<file path="config.mk">
export PLATFORM = sky130hd
export DESIGN_NAME = m_dmux_stream
export DESIGN_NICKNAME = d
export VERILOG_FILES = /design/src/rtl/m_dmux_stream.sv
export SDC_FILE = /design/constraint.sdc
export NUM_CORES = 1
export LEC_CHECK = 0
export BUFFER_PORTS_ARGS = -buffer_cell sky130_fd_sc_hd__buf_2
export CORE_ASPECT_RATIO = 1.1
export CORE_MARGIN = 8
export CORE_UTILIZATION = 30
export CTS_BUF_LIST = sky130_fd_sc_hd__clkbuf_8
export DETAILED_ROUTE_END_ITERATION = 12
export GPL_TIMING_DRIVEN = 0
export PLACE_DENSITY = 0.51
export REMOVE_ABC_BUFFERS = 1
export SLEW_MARGIN = 5
export SYNTH_ARGS = -nofsm -noshare
export SYNTH_HDL_FRONTEND = slang
export SYNTH_SLANG_ARGS = --single-unit
</file>
<file path="constraint.sdc">
create_clock -name i_clk -period 2.2 [get_ports i_clk]
set_input_delay 0.11 -clock i_clk [delete_from_list [all_inputs] [get_ports i_clk]]
set_output_delay 0.11 -clock i_clk [all_outputs]
set_load 0.01 [all_outputs]
</file>
<file path="src/rtl/m_dmux_stream.sv">
// m_dmux_stream: registered 1-to-N stream demultiplexer with per-channel
// one-word buffers, broadcast mode and out-of-range drop reporting.
module m_dmux_stream #(
    parameter int unsigned WIDTH    = 16,
    parameter int unsigned CHANNELS = 4,
    parameter int unsigned SEL_W    = 2
) (
    input  logic                      i_clk,
    input  logic                      i_rst,
    input  logic [WIDTH-1:0]          i_in,
    input  logic                      i_valid,
    output logic                      o_ready,
    input  logic [SEL_W-1:0]          i_sel,
    input  logic                      i_bcast,
    output logic [CHANNELS*WIDTH-1:0] o_data,
    output logic [CHANNELS-1:0]       o_valid,
    input  logic [CHANNELS-1:0]       i_ready,
    output logic                      o_err
);

    // Refuse to elaborate when i_sel cannot address every channel.
    if ((2 ** SEL_W) < CHANNELS) begin : g_param_check
        $error("m_dmux_stream: 2**SEL_W must be >= CHANNELS");
    end

    // CHANNELS fits in SEL_W+1 bits because 2**SEL_W >= CHANNELS.
    localparam logic [SEL_W:0] ChanLim = (SEL_W + 1)'(CHANNELS);

    logic [CHANNELS*WIDTH-1:0] data_q;
    logic [CHANNELS-1:0]       valid_q;
    logic                      err_q;

    logic [CHANNELS-1:0]       free;
    logic [CHANNELS-1:0]       sel_hit;
    logic [CHANNELS-1:0]       load;
    logic                      in_range;
    logic                      accept;

    // Channel availability, destination decode and the input handshake.
    always_comb begin
        free     = ~valid_q | i_ready;
        sel_hit  = '0;
        for (int k = 0; k < CHANNELS; k++) begin
            sel_hit[k] = (i_sel == SEL_W'(k));
        end
        in_range = ({1'b0, i_sel} < ChanLim);
        if (i_bcast) begin
            o_ready = &free;
        end else if (in_range) begin
            o_ready = |(sel_hit & free);
        end else begin
            o_ready = 1'b1;  // out-of-range words are sunk
        end
        accept = i_valid & o_ready;
        load   = '0;
        for (int k = 0; k < CHANNELS; k++) begin
            load[k] = accept & (i_bcast | sel_hit[k]);
        end
    end

    // Per-channel buffers: load wins over drain so a channel sustains 1 word/cycle.
    always_ff @(posedge i_clk or posedge i_rst) begin
        if (i_rst) begin
            data_q  <= '0;
            valid_q <= '0;
        end else begin
            for (int k = 0; k < CHANNELS; k++) begin
                if (load[k]) begin
                    data_q[k*WIDTH +: WIDTH] <= i_in;
                    valid_q[k]               <= 1'b1;
                end else if (valid_q[k] && i_ready[k]) begin
                    valid_q[k] <= 1'b0;
                end
            end
        end
    end

    // One-cycle pulse when an accepted word had no channel to go to.
    always_ff @(posedge i_clk or posedge i_rst) begin
        if (i_rst) begin
            err_q <= 1'b0;
        end else begin
            err_q <= accept & ~i_bcast & ~in_range;
        end
    end

    assign o_data  = data_q;
    assign o_valid = valid_q;
    assign o_err   = err_q;

endmodule

</file>
==> out/metrics.yaml <==
status: "completed"
synth_area_leader_cell: "dfrtp_1"
dpl.hpwl_um: 5450
relSlewSlack_pct: 42.4
max_freq_mhz: 484
htreeDepth: 3
synth.area.top_cells: "dfrtp_1, mux2_4, mux2_2"
cts_buffers: 9
p_clk_share_pct: 20.6
top_layer: "met4"
powerDensity_nw_per_um2: 1130
num_vias: 2194
die_area_um2: 13900
synth_seq_cells: 68
start_util_pct: 30.4
routed_wl_um: 8130
netlist_area_um2: 3110
design_area_um2: 3920
drcViolationCount: 0
holdPathEnd: "o_data[41]"
final_util_pct: 38.3
cts_root_buffer: "clkbuf_8"
vias_per_cell: 4.88
synth-edff-count: 0
comb_power_share_pct: 36.0
wl_met1_um: 3590
crit_required_ps: 2430
arrival_ps: 2300
antenna_found_initial: 0
ys_warn_count: 0
drive_above_1_share_pct: 54.7
die_width_um: 113
worstSetupStartpoint: "o_valid[3]"
synth_top_area_share_pct: 54.7
worst_slew_pin_slew_ps: 864
p_sw_share_pct: 33.7
maxCapViolCount: 0
reg2reg_from: "o_valid[3]"
critPathKind: "reg -> reg"
report.final.slew_viol_count: 0
synthFlopType: "dfrtp_1"
grt_pass1_vias: 2254
ys_types: 32
setup.worst_path.start_class: "flip-flop"
syn_area_per_cell_um2: 14.0
cts_sinks: 68
worstReg2RegEnd: "o_data[57]"
n_fill_cell: 1032
final_cell_count_no_fill: 450
p_switching_uw: 1490
fin_skew_ps: 9.74
detail-route-antenna-nets: 0
wl_met3_um: 571
ys_seq_area_share_pct: 54.7
grt_first_pass_wirelength_um: 12800
wl_per_cell_um: 18.1
post-route-period-util_pct: 94.0
power.internal_uw: 2930
p_leak_uw: 0.00183
grt_usage_pct: 11.9
grt-ovfl-total: 0
rsz0062_at_grt: "false"
pwr-share-seq_pct: 43.4
ir_drop_v: 0.000362
syn_to_final_growth_pct: 26.0
num_rows: 39
nNetsFinal: 348
hold_path.startpoint: "i_in[9]"
cp_max_fo: 19
synth_commonest_cells: "dfrtp_1, nand2_1, mux2_4"
rrSetupSlack_ps: 130
synth_most_common_cell: "dfrtp_1"
drt-initial-drc-count: 56
cts_tree: "yes"
ios: 96
period_needed_ps: 2070
synthCells: 223
io_buffer_count: 94
async_reset_ff_share_pct: 100
min_path_type: "in -> reg"
clk_pin_slew_ps: 80
drt-pass1-iter-count: 4
core_um2: 10200
dr_wl_met2_um: 3870
setup_viol: 0
finalPower_uw: 4430
clkLatencyLatePin_ps: 340
cp-end-kind: "flip-flop"
finalHoldViolations: 0
placed_cells: 428
hold-path-cell-count: 2
place_congestion: 0.680
grt_max_degree: 36
diodes: 0
die_h_um: 123
placed_area_um2: 3640
hold_ws_ps: 44.1
cts_buffer_depth: 2
reg2regPathDepth: 5
## cell families after synthesis
kind of cell    after synthesis  share of synthesized area [%]
mux                          48                           20.7
flops                        68                           54.7
compound gates               41                           12.2
other cells                   1                          0.120
simple gates                 50                           8.24
buf+inv                      15                           4.06
## power groups by stage
stage / registers, uW / logic [uW] / clock network, uW
after floorplan: 2150 / 703 / 0
after global placement: 1920 / 1570 / 0
after detailed placement: 1940 / 1600 / 0
after CTS: 1930 / 1630 / 946
after global routing: 1980 / 1740 / 994
final: 1920 / 1600 / 912
## final cells by class
class / count / area [um2] / share of cell area, %
flip-flops and latches: 68 / 1700 / 43.4
multi-input cells: 140 / 1290 / 32.8
repair buffers: 101 / 601 / 15.3
well taps: 123 / 154 / 3.92
clock buffers: 10 / 138 / 3.51
clock inverters: 6 / 31.3 / 0.798
inverters: 2 / 10.0 / 0.255
## worst max-delay path by stage
stage / end / slack, ps / cells after the start
6_report: o_data[57] / 130 / 5
5_1_grt: o_data[57] / 40 / 5
4_1_cts: o_data[47] / 50 / 4
3_5_place_dp: o_data[58] / -260 / 4
3_3_place_gp: o_valid[3] / -600 / 2
2_1_floorplan: o_data[10] / 220 / 4
## metrics by stage
step,worst slack [ps],setup TNS [ps]
after CTS,51.1,0
final,132,0
after detailed placement,-263,-6690
after global routing,35.0,0
after global placement,-596,-46740
after floorplan,221,0
## cell usage in the layout, fill, tap and decap left out, types with 5 or more instances in the layout
cell | synthesis | routed
dfrtp_1 | 68 | 68
buf_12 | 2 | 6
buf_2 | 3 | 94
o211ai_2 | 5 | 5
o211ai_1 | 27 | 27
mux2_2 | 20 | 20
mux2_4 | 28 | 28
nand2_1 | 34 | 34
clkbuf_8 | 0 | 10
## registers in the layout, summed over array words and instances (netlist names)
signal   flops
o_valid      4
o_data      64
## metal layers
layer	vias to the layer above	GRT usage (%)
li1	1002	-
met1	1117	14.7
met2	68	18.3
met3	7	4.63
met4	0	4.75
met5	-	0
## critical path, cell delays in order (launching register included)
cell	delay (ps)
dfrtp_1	380
nand2b_1	290
nand4_4	420
o21ai_4	350
buf_12	180
mux2_2	330
## what timing repair did
action | 4_1_cts | 5_1_grt
hold buffers | 1 | 0
setup endpoints to repair | 32 | 17
gates resized for setup | 0 | 1
hold endpoints to repair | 33 | 0
pin swaps | 2 | 1
buffers inserted | 4 | 1
cloned | 0 | 0
Note: power is estimated with default switching activity, not from simulation.
